## src/rtl/game_sequencer.sv

```systemverilog
// Run controller for the jump game: sequences IDLE/RUN/HIT/OVER, generates the shared
// 1 ms tick, detects player/obstacle overlap, and keeps score and lives.
module game_sequencer #(
    parameter int TICK_DIV   = 50000,
    parameter int PLAYER_W   = 50,
    parameter int PLAYER_H   = 50,
    parameter int OBST_W     = 30,
    parameter int OBST_H     = 40,
    parameter int HIT_FREEZE = 500,
    parameter int LIVES      = 3
) (
    input  logic        clk,
    input  logic        reset,
    input  logic        start_btn,
    input  logic        jump_btn,
    input  logic [15:0] x_player,
    input  logic [15:0] y_player,
    input  logic [15:0] x_obst,
    input  logic [15:0] y_obst,
    output logic        tick_1ms,
    output logic        player_rst,
    output logic        player_jump,
    output logic        obst_en,
    output logic        obst_respawn,
    output logic        hit,
    output logic [15:0] score,
    output logic [1:0]  lives,
    output logic [1:0]  game_state
);
    typedef enum logic [1:0] {
        IDLE = 2'd0,
        RUN  = 2'd1,
        HIT  = 2'd2,
        OVER = 2'd3
    } state_t;

    localparam int CW = $clog2(TICK_DIV);
    localparam int FW = $clog2(HIT_FREEZE + 1);

    state_t          state, state_next;
    logic [CW-1:0]   tick_cnt;
    logic [FW-1:0]   freeze;
    logic [15:0]     score_q;
    logic [1:0]      lives_q;
    logic            start_meta, start_sync, start_prev;
    logic            jump_meta, jump_sync;
    logic            start_pulse, coll, coll_q;
    logic            score_clr, score_inc, lives_load, lives_dec, freeze_load, freeze_dec;
    logic [16:0]     xp, yp, xo, yo;

    always_ff @(posedge clk or negedge reset) begin
        if (!reset) begin
            start_meta <= 1'b0;
            start_sync <= 1'b0;
            start_prev <= 1'b0;
            jump_meta  <= 1'b0;
            jump_sync  <= 1'b0;
        end else begin
            start_meta <= start_btn;
            start_sync <= start_meta;
            start_prev <= start_sync;
            jump_meta  <= jump_btn;
            jump_sync  <= jump_meta;
        end
    end

    assign start_pulse = start_sync & ~start_prev;
    assign tick_1ms    = (tick_cnt == CW'(TICK_DIV - 1));

    always_ff @(posedge clk or negedge reset) begin
        if (!reset)        tick_cnt <= '0;
        else if (tick_1ms) tick_cnt <= '0;
        else               tick_cnt <= tick_cnt + CW'(1);
    end

    // 17-bit compares so a sprite near the right/bottom edge cannot wrap past zero
    assign xp   = {1'b0, x_player};
    assign yp   = {1'b0, y_player};
    assign xo   = {1'b0, x_obst};
    assign yo   = {1'b0, y_obst};
    assign coll = (xp < xo + 17'(OBST_W))   && (xo < xp + 17'(PLAYER_W)) &&
                  (yp < yo + 17'(OBST_H))   && (yo < yp + 17'(PLAYER_H));

    always_ff @(posedge clk or negedge reset) begin
        if (!reset) begin
            state   <= IDLE;
            coll_q  <= 1'b0;
            score_q <= '0;
            lives_q <= 2'(LIVES);
            freeze  <= '0;
        end else begin
            state  <= state_next;
            coll_q <= coll;
            if (score_clr)
                score_q <= '0;
            else if (score_inc && score_q != 16'hFFFF)
                score_q <= score_q + 16'd1;
            if (lives_load)
                lives_q <= 2'(LIVES);
            else if (lives_dec)
                lives_q <= lives_q - 2'd1;
            if (freeze_load)
                freeze <= FW'(HIT_FREEZE);
            else if (freeze_dec)
                freeze <= freeze - FW'(1);
        end
    end

    always_comb begin
        state_next   = state;
        player_rst   = 1'b1;
        obst_en      = 1'b0;
        player_jump  = 1'b0;
        obst_respawn = 1'b0;
        hit          = 1'b0;
        score_clr    = 1'b0;
        score_inc    = 1'b0;
        lives_load   = 1'b0;
        lives_dec    = 1'b0;
        freeze_load  = 1'b0;
        freeze_dec   = 1'b0;
        case (state)
            IDLE: begin
                if (start_pulse) begin
                    state_next   = RUN;
                    score_clr    = 1'b1;
                    lives_load   = 1'b1;
                    obst_respawn = 1'b1;
                end
            end
            RUN: begin
                player_rst  = 1'b0;
                obst_en     = 1'b1;
                player_jump = jump_sync;
                // a collision on a tick cycle takes priority over scoring
                if (coll_q) begin
                    hit          = 1'b1;
                    obst_respawn = 1'b1;
                    lives_dec    = 1'b1;
                    if (lives_q == 2'd1) begin
                        state_next = OVER;
                    end else begin
                        state_next  = HIT;
                        freeze_load = 1'b1;
                    end
                end else if (tick_1ms) begin
                    score_inc = 1'b1;
                end
            end
            HIT: begin
                if (tick_1ms) begin
                    freeze_dec = 1'b1;
                    if (freeze == FW'(1))
                        state_next = RUN;
                end
            end
            OVER: begin
                if (start_pulse)
                    state_next = IDLE;
            end
            default: state_next = IDLE;
        endcase
    end

    assign score      = score_q;
    assign lives      = lives_q;
    assign game_state = state;
endmodule
```

## config.mk

```make
export PLATFORM = sky130hd
export DESIGN_NAME = game_sequencer
export DESIGN_NICKNAME = d
export VERILOG_FILES = /design/src/rtl/game_sequencer.sv
export SDC_FILE = /design/constraint.sdc
export NUM_CORES = 1
export LEC_CHECK = 0
export ABC_AREA = 0
export CAP_MARGIN = 20
export CORE_ASPECT_RATIO = 0.9
export CORE_MARGIN = 2
export CORE_UTILIZATION = 28
export DETAILED_ROUTE_END_ITERATION = 6
export HOLD_SLACK_MARGIN = 0.05
export REMOVE_ABC_BUFFERS = 1
export SYNTH_ARGS = -nofsm -noshare
export SYNTH_HDL_FRONTEND = slang
export SYNTH_SLANG_ARGS = --single-unit
```

## constraint.sdc

```tcl
create_clock -name clk -period 3.5 [get_ports clk]
set_input_delay 0.525 -clock clk [delete_from_list [all_inputs] [get_ports clk]]
set_output_delay 0.525 -clock clk [all_outputs]
set_load 0.01 [all_outputs]
```

Word-level counts from Yosys, hierarchy flattened
Index checks and enable logic that the tools add are counted.
W data, S select, Z words.
{"block": "classes", "n_addsub": 8, "order_cmp": 4, "n_eq_ne": 12, "mux": 29, "bitwise_logic": 2, "n_reduce_logical": 9}
{"cell": "$lt A16 B17 Y1", "n": 4}
{"cell": "$add A16 B6 Y17 const B", "n": 3}
{"cell": "$mux W16", "n": 3}
{"cell": "$add A16 B1 Y16 const B", "n": 2}
{"cell": "$mux W9", "n": 2}
{"cell": "$add A16 B5 Y17 const B", "n": 1}
{"cell": "$eq A16 B16 Y1 const B", "n": 1}
{"cell": "$ne A16 B16 Y1 const B", "n": 1}
{"cell": "$mux W1", "n": 15}
{"cell": "$mux W2", "n": 7}
{"cell": "$ne A2 B2 Y1 const B", "n": 5}
{"cell": "$eq A9 B1 Y1 const B", "n": 1}
{"cell": "$sub A9 B1 Y9 const B", "n": 1}
{"cell": "$pmux W2 S4", "n": 1}
{"cell": "$reduce_bool A2 Y1", "n": 3}
{"cell": "$reduce_and A5 Y1", "n": 1}
{"cell": "$eq A2 B1 Y1 const B", "n": 2}
{"cell": "$eq A2 B2 Y1 const B", "n": 2}
{"cell": "$logic_and A1 B1 Y1", "n": 4}
{"cell": "$logic_not A2 Y1", "n": 1}
{"cell": "$pmux W1 S2", "n": 1}
{"cell": "$sub A2 B1 Y2 const B", "n": 1}
{"cell": "$and A1 B1 Y1", "n": 1}
{"cell": "$not A1 Y1", "n": 1}
{"block": "word_totals", "regBits": 51, "inputBits": 68, "output_inout_bits": 26, "elab_cells": 75}

Longest topological paths before layout
Gate-level depths: netlist (run 1).
{"block": "depth", "word_depth": 7, "ltp_mapped": 13}

Worst setup path before layout (run 1)
OpenSTA, ideal clock, no wires.
{"block": "synth_timing", "kind": "input to register", "start": "in y_obst[3]", "end": "reg coll_q", "setup_ps": 121, "arrival_ps": 2484, "required_ps": 3379, "path_slack_ps": 895, "cell_stages": 11, "n_path_buf": 0, "path_cell_list": "ha_1 -> o21ai_0 -> nor2_1 -> and4_1 -> xnor2_1 -> ha_1 -> nand4_1 -> nor4_1 -> a221oi_1 -> o21ai_0 -> and4b_1"}
{"block": "synth_via", "elab_chain_len": 4, "elab_cells_between_ends": 5, "cone_classes": "add/sub (1); order compare (2); reduce/logical (2)"}
{"item": "from (decl)", "line_no": "19", "text": "input logic [15:0] y_obst,"}
{"item": "$add A16 B6 Y17", "line_no": "82", "text": "(yp < yo + 17'(OBST_H)) && (yo < yp + 17'(PLAYER_H));"}
{"item": "$lt A16 B17 Y1", "line_no": "82"}
{"item": "$logic_and A1 B1 Y1", "line_no": "81", "text": "assign coll = (xp < xo + 17'(OBST_W)) && (xo < xp + 17'(PLAYER_W)) &&"}
{"item": "$logic_and A1 B1 Y1 (*)", "line_no": "82"}
{"item": "via coll", "line_no": "47", "text": "logic start_pulse, coll, coll_q;"}
{"item": "to (signal assigned)", "line_no": "93", "text": "coll_q <= coll;"}
{"item": "to (decl)", "line_no": "47"}
Mark *: on every way through the listed nets, which the timed path passes. The rest lies on a longest branch.
A chain may end at the register's enable or synchronous reset.

Worst setup path in the final report (run 1)
{"block": "layout_timing", "start": "in x_obst[2]", "end": "reg coll_q"}
{"block": "layout_via", "elab_chain_len": 5, "elab_cells_between_ends": 6, "cone_classes": "add/sub (1); order compare (2); reduce/logical (3)"}
{"item": "from (decl)", "line_no": "18", "text": "input logic [15:0] x_obst,"}
{"item": "$add A16 B5 Y17", "line_no": "81"}
{"item": "$lt A16 B17 Y1", "line_no": "81"}
{"item": "$logic_and A1 B1 Y1 (*) (2 in series)", "line_no": "81"}
{"item": "$logic_and A1 B1 Y1 (*)", "line_no": "82"}
{"item": "via coll", "line_no": "47"}
Marked as above.

==> results of run 1 <==
-- worst min path at each step --
| stage | startpoint | endpoint | cells after the start |
|---|---|---|---|
| after global routing | start_meta | start_sync | 0 |
| final | reset | score[14] | 1 |
| after CTS | start_meta | start_sync | 0 |
| after detailed placement | start_meta | start_sync | 0 |
| after global placement | start_meta | start_sync | 0 |
| after floorplan | reset | coll_q | 0 |
-- cells by family after synthesis --
| logic type | share of synthesized area [%] |
|---|---|
| AND/OR/NAND/NOR | 25.6 |
| AO/OA/AOI/OAI | 11.3 |
| XOR/XNOR | 14.4 |
| adder cells (fa/ha/maj) | 18.4 |
| flip-flops | 27.7 |
| buffers and inverters | 2.44 |
| multiplexers | 0.217 |
-- area by class of cell --
class / count / share of cell area (%)
Clock inverter: 2 / 0.997
Clock buffer: 6 / 2.14
Timing Repair Buffer: 101 / 16.4
Inverter: 21 / 1.31
Sequential cell: 51 / 21.2
Multi-Input combinational cell: 454 / 53.6
Tap cell: 207 / 4.30
-- layer usage --
metal	wire length (um)	up-vias	track usage, %
met5	0	-	0
met4	91	0	2.61
met3	620	10	2.24
met2	5570	102	23.5
met1	5770	2052	18.6
li1	-	2131	-
-- worst max-delay path: stages --
cell and delay (ns):
clkdlybuf4s50_1 0.49, inv_1 0.09, ha_1 0.17, nor3b_1 0.41
nor2_1 0.19, nand4_1 0.15, xor2_1 0.18, ha_1 0.27
a21o_1 0.16, a21oi_1 0.22, nand4_1 0.17, a31oi_1 0.22
and4b_1 0.22
-- report_power, final --
| group | internal [uW] | leakage, uW | switching, uW |
|---|---|---|---|
| clock | 410 | 0.0000911 | 208 |
| combinational | 303 | 0.00180 | 305 |
| sequential | 654 | 0.000652 | 59.2 |
| total | 1370 | 0.00255 | 572 |
-- per-stage QoR --
| stage | total power [uW] | instances | worst slack (ns) |
|---|---|---|---|
| floorplan | 1020 | 526 | 0.814 |
| global placement | 1310 | 834 | 0.168 |
| CTS | 1960 | 842 | 0.342 |
| finish | 1940 | 842 | 0.261 |
| detailed placement | 1330 | 834 | 0.0550 |
| global route | 2070 | 842 | 0.0547 |
-- flip-flops by register name (all words and copies together) (netlist names) --
| register | flops |
|---|---|
| coll_q | 1 |
| freeze | 9 |
| game_state | 2 |
| jump_meta | 1 |
| jump_sync | 1 |
| lives | 2 |
| score | 16 |
| start_meta | 1 |
| start_prev | 1 |
| start_sync | 1 |
| tick_cnt | 16 |
-- synthesized netlist by cell type (4+ instances only) --
library cell / n / area (um2)
ha_1: 68 / 851
dfrtp_1: 49 / 1230
nand2_1: 45 / 169
nor2_1: 45 / 169
xor2_1: 42 / 368
nand3_1: 36 / 180
xnor2_1: 34 / 298
o21ai_0: 29 / 145
a21oi_1: 27 / 135
nand4_1: 23 / 144
inv_1: 21 / 78.8
and3_1: 9 / 56.3
and4_1: 9 / 78.8
nor3_1: 9 / 45.0
nor4_1: 9 / 56.3
nor2b_1: 8 / 50.1
or3_1: 7 / 43.8
a21o_1: 6 / 45.0
nand2b_1: 6 / 37.5
a31oi_1: 4 / 25.0
==> impl_metrics.env, run 1 <==
export IMPL_grt_ovfl_total=0
export IMPL_min_path_type="in -> async"
export IMPL_ctsRootBufferMaster="clkbuf_16"
export IMPL_htree_num_levels=2
export IMPL_grt_antenna_before_repair=0
export IMPL_fmax_mhz=309
export IMPL_track_usage_pct=13.8
export IMPL_worst_pin_slew_ns=0.858
export IMPL_rsz0062_at_grt="false"
export IMPL_mappedNetlistArea_um2=4620
export IMPL_postCtsHoldBufs=0
export IMPL_finalNetCount=770
export IMPL_rows=44
export IMPL_outcome="finished, final reports clean"
export IMPL_grt_pass1_wl_um=20400
export IMPL_syn_to_final_growth_pct=30.3
export IMPL_crit_fanout=4
export IMPL_register_area_um2=1280
export IMPL_p_leak_uw=0.00255
export IMPL_cts_setup_buffers=0
export IMPL_synth_cell_type_count=51
export IMPL_maxSlewHeadroom_pct=42.8
export IMPL_grt_max_degree=40
export IMPL_dpl_hpwl_um=10100
export IMPL_antenna_left=0
export IMPL_synthArstFlopShare_pct=100
export IMPL_core_area_um2=16100
export IMPL_worstReg2RegStart="tick_cnt[0]"
export IMPL_clk_latency_ns=0.29
export IMPL_remaining_drc_errors=0
export IMPL_start_util_pct=28.7
export IMPL_utilization_pct=37.3
export IMPL_r2r_worst_path_cells=8
export IMPL_cts_tree="built"
export IMPL_hold_ws_ns=0.340
export IMPL_cap_violations=0
export IMPL_ir_drop_v=0.000182
export IMPL_synth_edf_count=0
export IMPL_fillers=1593
export IMPL_start_kind="primary input"
export IMPL_final_cell_mix="92 x clkdlybuf4s50_1, 68 x ha_1, 49 x dfrtp_1"
export IMPL_cts_sinks=51
export IMPL_drtIter0Drc=273
export IMPL_wl_per_cell_um=14.3
export IMPL_required_ns=3.72
export IMPL_vias=4295
export IMPL_critical_path_startpoint="x_obst[2]"
export IMPL_cts_made_buffers=5
export IMPL_report_final_hold_viol_count=0
export IMPL_io_pin_count=94
export IMPL_layout_commonest_cell="clkdlybuf4s50_1"
export IMPL_fin_area_um2=6020
export IMPL_powerDensity_nw_per_um2=322
export IMPL_yosysWarnings=0
export IMPL_syn_area_per_cell_um2=8.70
export IMPL_clk_path_buf_depth=2
export IMPL_synth_flop_cell="dfrtp_1"
export IMPL_die_y_um=126
export IMPL_yosysSeqAreaShare_pct=27.7
export IMPL_clock_skew_ns=0.00623
export IMPL_synth_seq_cells=51
export IMPL_end_kind="flip-flop"
export IMPL_clk_pin_slew_ns=0.07
export IMPL_critical_path_arrival_ns=3.46
export IMPL_crit_type="in -> reg"
export IMPL_layout_worst_path_cycle_share_pct=92.5
export IMPL_r2r_end="freeze[5]"
export IMPL_slew_viol_final=0
export IMPL_grt_pass1_vias=4335
export IMPL_post_drt_via_cell_ratio=5.10
export IMPL_die_area_um2=17600
export IMPL_drt_wl_total_um=12000
export IMPL_setup_viol=0
export IMPL_layout_drive_gt1_share_pct=3.94
export IMPL_syn_inst=531
export IMPL_cts_resized=0
export IMPL_io_buffers=93
export IMPL_dieWidth_um=139
export IMPL_place_area_um2=5830
export IMPL_multi_input_area_um2=3230
export IMPL_fin_crit_ns=3.24
export IMPL_worst_r2r_setup_slack_ns=0.80
export IMPL_diodes=0
export IMPL_place_congestion=0.869
export IMPL_tns_ns=0
export IMPL_dr_pass1_iters=4
export IMPL_crit_end="coll_q"
No activity file was read; power rests on OpenSTA's default activity.
==> run 2, diff against run 1 <==
==> constraint.sdc (replaced) <==
create_clock -name clk -period 3.8 [get_ports clk]
set_input_delay 0.57 -clock clk [delete_from_list [all_inputs] [get_ports clk]]
set_output_delay 0.57 -clock clk [all_outputs]
set_load 0.01 [all_outputs]
==> impl_metrics.env, run 2 (synthesized netlist as in run 1, its figures left out) <==
export IMPL_end_kind="flip-flop"
export IMPL_layout_commonest_cell="clkdlybuf4s50_1"
export IMPL_min_path_type="in -> async"
export IMPL_pwr_share_comb_pct=33.8
export IMPL_grt_max_degree=30
export IMPL_p_int_uw=1120
export IMPL_p_total_uw=1640
export IMPL_grt_pass1_wl_um=20300
export IMPL_cap_violations=0
export IMPL_slew_viol_final=0
export IMPL_io_buffers=93
export IMPL_powerDensity_nw_per_um2=275
export IMPL_p_sw_share_pct=31.4
export IMPL_grt_use_met3_pct=2.74
export IMPL_io_pin_count=94
export IMPL_clk_latency_ns=0.29
export IMPL_cts_setup_buffers=0
export IMPL_place_congestion=0.931
export IMPL_final_cell_mix="92 x clkdlybuf4s50_1, 68 x ha_1, 49 x dfrtp_1"
export IMPL_grt_ovfl_total=0
export IMPL_netSwitchingPower_uw=514
export IMPL_dr_pass1_iters=4
export IMPL_remaining_drc_errors=0
export IMPL_core_area_um2=16100
export IMPL_p_clk_share_pct=26.1
export IMPL_die_y_um=126
export IMPL_htree_num_levels=2
export IMPL_drtIter0Drc=206
export IMPL_cts_tree="built"
export IMPL_cpMaxStageDelayCell="clkdlybuf4s50_1"
export IMPL_layout_worst_path_cycle_share_pct=84.5
export IMPL_crit_chain="clkdlybuf4s50_1, ha_1, o21ai_0, nor2_1, and4_1, xnor2_1, ha_1, nand4_1, nor4_1, a221oi_1, o21ai_0, and4b_1"
export IMPL_track_usage_pct=13.7
export IMPL_cts_made_buffers=5
export IMPL_rsz0062_at_grt="false"
export IMPL_vias=4290
export IMPL_ir_drop_v=0.000169
export IMPL_outcome="finished, final reports clean"
export IMPL_start_util_pct=28.7
export IMPL_wl_per_cell_um=14.3
export IMPL_required_ns=3.97
export IMPL_cts_sinks=51
export IMPL_grt_antenna_before_repair=1
export IMPL_antenna_left=0
export IMPL_finalNetCount=767
export IMPL_syn_to_final_growth_pct=28.7
export IMPL_start_kind="primary input"
export IMPL_maxSlewHeadroom_pct=58.6
export IMPL_crit_family="simple AND/OR/NAND/NOR gates"
export IMPL_crit_fanout=4
export IMPL_report_final_hold_viol_count=0
export IMPL_layout_drive_gt1_share_pct=3.16
export IMPL_clk_pin_slew_ns=0.06
export IMPL_ctsRootBufferMaster="clkbuf_16"
export IMPL_critPathBufInv=1
export IMPL_setup_viol=0
export IMPL_tns_ns=0
export IMPL_critical_path_arrival_ns=3.38
export IMPL_cts_resized=0
export IMPL_postCtsHoldBufs=0
export IMPL_clock_skew_ns=0.00489
export IMPL_cpPeakStageDelay_ns=0.48
export IMPL_grt_pass1_vias=4301
export IMPL_diodes=0
export IMPL_clk_path_buf_depth=2
export IMPL_p_seq_share_pct=40.0
export IMPL_post_drt_via_cell_ratio=5.11
export IMPL_use_met1_pct=18.7
export IMPL_fmax_mhz=311
export IMPL_drt_wl_total_um=12000
export IMPL_p_leak_uw=0.00251
export IMPL_grt_busiest_layer="met2"
export IMPL_fin_crit_ns=3.21
export IMPL_crit_type="in -> reg"
export IMPL_die_area_um2=17600
export IMPL_worst_pin_slew_ns=0.606
export IMPL_dieWidth_um=139
export IMPL_met2_usage_pct=22.5
export IMPL_dpl_hpwl_um=9900
export IMPL_rows=44
run 2: cell types whose count changed in the layout (fill, tap and decap cells not counted), sizes merged:
cell,before,now
clkbuf,6,8
bufinv,2,0
buf,9,6
run 2: stage by stage:
stage	instances	area, um2	hold slack [ns]	utilization [%]	setup WS (ns)
global placement	831	5810	0.339	36.0	0.396
CTS	839	5950	0.263	36.9	0.576
detailed placement	831	5810	0.342	36.0	0.278
global route	839	5950	0.287	36.9	0.304
finish	839	5950	0.251	36.9	0.588
floorplan	526	4590	0.274	-	1.11
run 2: worst paths after layout:
path | startpoint | end | slack [ns] | cells past startpoint
min | reset | score[11] | 0.25 | 1
max in group asynchronous | reset | lives[1] | 2.73 | 2
min in group clk | start_meta | start_sync | 0.35 | 0
max reg2reg | tick_cnt[0] | score[12] | 1.19 | 8
max | y_obst[3] | coll_q | 0.59 | 12
min reg2reg | start_meta | start_sync | 0.35 | 0
run 2: area by class of cell:
| type | count | area (um2) |
|---|---|---|
| fillers | 1605 | 10200 |
| multi-input cells | 454 | 3230 |
| flip-flops and latches | 51 | 1280 |
| repair buffers | 98 | 963 |
| well taps | 207 | 259 |
| clock buffers | 8 | 136 |
| inverters | 21 | 78.8 |
run 2: worst reg2reg max path, cell delays in order (launching register included):
cell	delay [ns]
dfrtp_1	0.39
ha_1	0.23
or4bb_1	0.54
nor4_4	0.24
buf_4	0.21
o211a_1	0.37
nand2_2	0.12
or3_1	0.31
a21oi_1	0.14
run 2: metal layers:
layer  share of wire, %  wire, um
met3                5.1       614
met5              0.092        11
met4                1.1       128
met2                 46      5500
met1                 48      5720
run 2: power groups by stage:
stage	clock, uW	sequential [uW]	combinational, uW
3_5_place_dp	0	664	556
4_1_cts	447	656	560
6_report	428	656	554
2_1_floorplan	0	661	282
3_3_place_gp	0	663	543
5_1_grt	467	667	622
==> run 3, diff against run 2 <==
==> constraint.sdc (replaced) <==
create_clock -name clk -period 2.9 [get_ports clk]
set_input_delay 0.435 -clock clk [delete_from_list [all_inputs] [get_ports clk]]
set_output_delay 0.435 -clock clk [all_outputs]
set_load 0.01 [all_outputs]
==> impl_metrics.env, run 3 (synthesized netlist as in run 1, its figures left out) <==
export IMPL_die_area_um2=17600
export IMPL_grt_antenna_before_repair=0
export IMPL_finalNetCount=852
export IMPL_maxSlewHeadroom_pct=66.9
export IMPL_worst_pin_slew_ns=0.493
export IMPL_htree_num_levels=2
export IMPL_min_path_type="reg -> reg"
export IMPL_track_usage_pct=15.3
export IMPL_drt_wl_total_um=13000
export IMPL_remaining_drc_errors=0
export IMPL_utilization_pct=41.6
export IMPL_rows=44
export IMPL_fmax_mhz=357
export IMPL_ctsRootBufferMaster="clkbuf_16"
export IMPL_layout_drive_gt1_share_pct=16.9
export IMPL_clk_pin_slew_ns=0.06
export IMPL_start_util_pct=28.7
export IMPL_critical_path_arrival_ns=2.98
export IMPL_vias=4565
export IMPL_crit_type="in -> reg"
export IMPL_placed_cells=914
export IMPL_fin_crit_ns=2.80
export IMPL_grt_ovfl_total=0
export IMPL_dpl_hpwl_um=11100
export IMPL_powerDensity_nw_per_um2=365
export IMPL_cap_violations=0
export IMPL_ir_drop_v=0.000248
export IMPL_dieWidth_um=139
export IMPL_place_area_um2=6430
export IMPL_fin_area_um2=6710
export IMPL_syn_to_final_growth_pct=45.3
export IMPL_drtIter0Drc=214
export IMPL_cts_made_buffers=5
export IMPL_end_kind="flip-flop"
export IMPL_post_drt_via_cell_ratio=4.94
export IMPL_grt_pass1_wl_um=22400
export IMPL_fillers=1566
export IMPL_start_kind="primary input"
export IMPL_cts_tree="built"
export IMPL_setup_viol=0
export IMPL_grt_max_degree=28
export IMPL_clock_skew_ns=0.00226
export IMPL_register_area_um2=1280
export IMPL_worst_r2r_setup_slack_ns=0.31
export IMPL_multi_input_area_um2=3300
export IMPL_wl_per_cell_um=14.1
export IMPL_io_pin_count=94
export IMPL_io_buffers=93
export IMPL_dr_pass1_iters=4
export IMPL_antenna_left=0
export IMPL_pre_cts_slack_ns=-0.412
export IMPL_final_cell_mix="90 x clkdlybuf4s50_1, 89 x buf_4, 67 x ha_1"
export IMPL_layout_setup_ws_ns=0.0980
export IMPL_die_y_um=126
export IMPL_place_congestion=0.919
export IMPL_grt_pass1_vias=4752
export IMPL_diodes=0
export IMPL_core_area_um2=16100
export IMPL_cts_sinks=51
export IMPL_slew_viol_final=0
export IMPL_outcome="finished, final reports clean"
export IMPL_report_final_hold_viol_count=0
export IMPL_clk_latency_ns=0.29
export IMPL_crit_fanout=2
export IMPL_fin_cells=924
export IMPL_clk_path_buf_depth=2
export IMPL_layout_worst_path_cycle_share_pct=96.6
export IMPL_required_ns=3.08
export IMPL_rsz0062_at_grt="false"
export IMPL_layout_commonest_cell="clkdlybuf4s50_1"
export IMPL_p_leak_uw=0.00297
-- run 3: metal layers --
layer | routed length, um | part of all wire, % | up-vias | GRT usage [%]
met2 | 6050 | 46 | 110 | 25.2
met3 | 565 | 4.3 | 11 | 2.43
met1 | 6280 | 48 | 2144 | 21.0
li1 | - | - | 2300 | -
met4 | 130 | 1.0 | 0 | 3.68
met5 | 0 | 0 | - | 0
-- run 3: final timing paths --
check,cells after the start,endpoint,from
max,13,coll_q,x_player[1]
min,0,start_sync,start_meta
max reg2reg,7,score[9],tick_cnt[0]
min reg2reg,0,start_sync,start_meta
max in group asynchronous,3,lives[1],reset
min in group asynchronous,2,tick_cnt[5],reset
-- run 3: through the flow --
stage,hold slack (ns),setup TNS (ns),total power (uW)
3_3_place_gp,0.304,-0.266,1670
4_1_cts,0.350,0,2460
6_report,0.349,0,2450
2_1_floorplan,0.139,0,1240
5_1_grt,0.372,0,2610
3_5_place_dp,0.309,-0.412,1700
-- run 3: what timing repair did --
action / in CTS / in global routing
cloned: 0 / 0
pin swaps: 1 / 12
setup buffers: 0 / 1
setup endpoints to repair: 1 / 1
resized for setup: 7 / 17
hold buffers: 1 / 0
endpoints found under the hold margin: 8 / 0
-- run 3: where the power goes --
group	internal, uW	total, uW	switching (uW)
clock	495	749	254
sequential	789	861	71.2
combinational	441	842	402
total	1720	2450	727
-- run 3: final cells by class --
class	instances	share of cell area [%]
inverter	21	1.17
timing repair buffer	183	24.0
sequential	51	19.0
multi-input combinational	454	49.1
tap	207	3.86
clock inverter	2	0.895
clock buffer	6	1.92
-- run 3: critical path, cell delays in order --
cell             delay [ns]
clkdlybuf4s50_1        0.50
ha_1                   0.21
a21oi_2                0.07
nand2b_1               0.09
nand2_1                0.07
xor2_1                 0.15
ha_1                   0.29
and4_1                 0.23
nand2_1                0.07
a221o_1                0.28
a31oi_1                0.18
o21ai_0                0.16
and4b_1                0.24
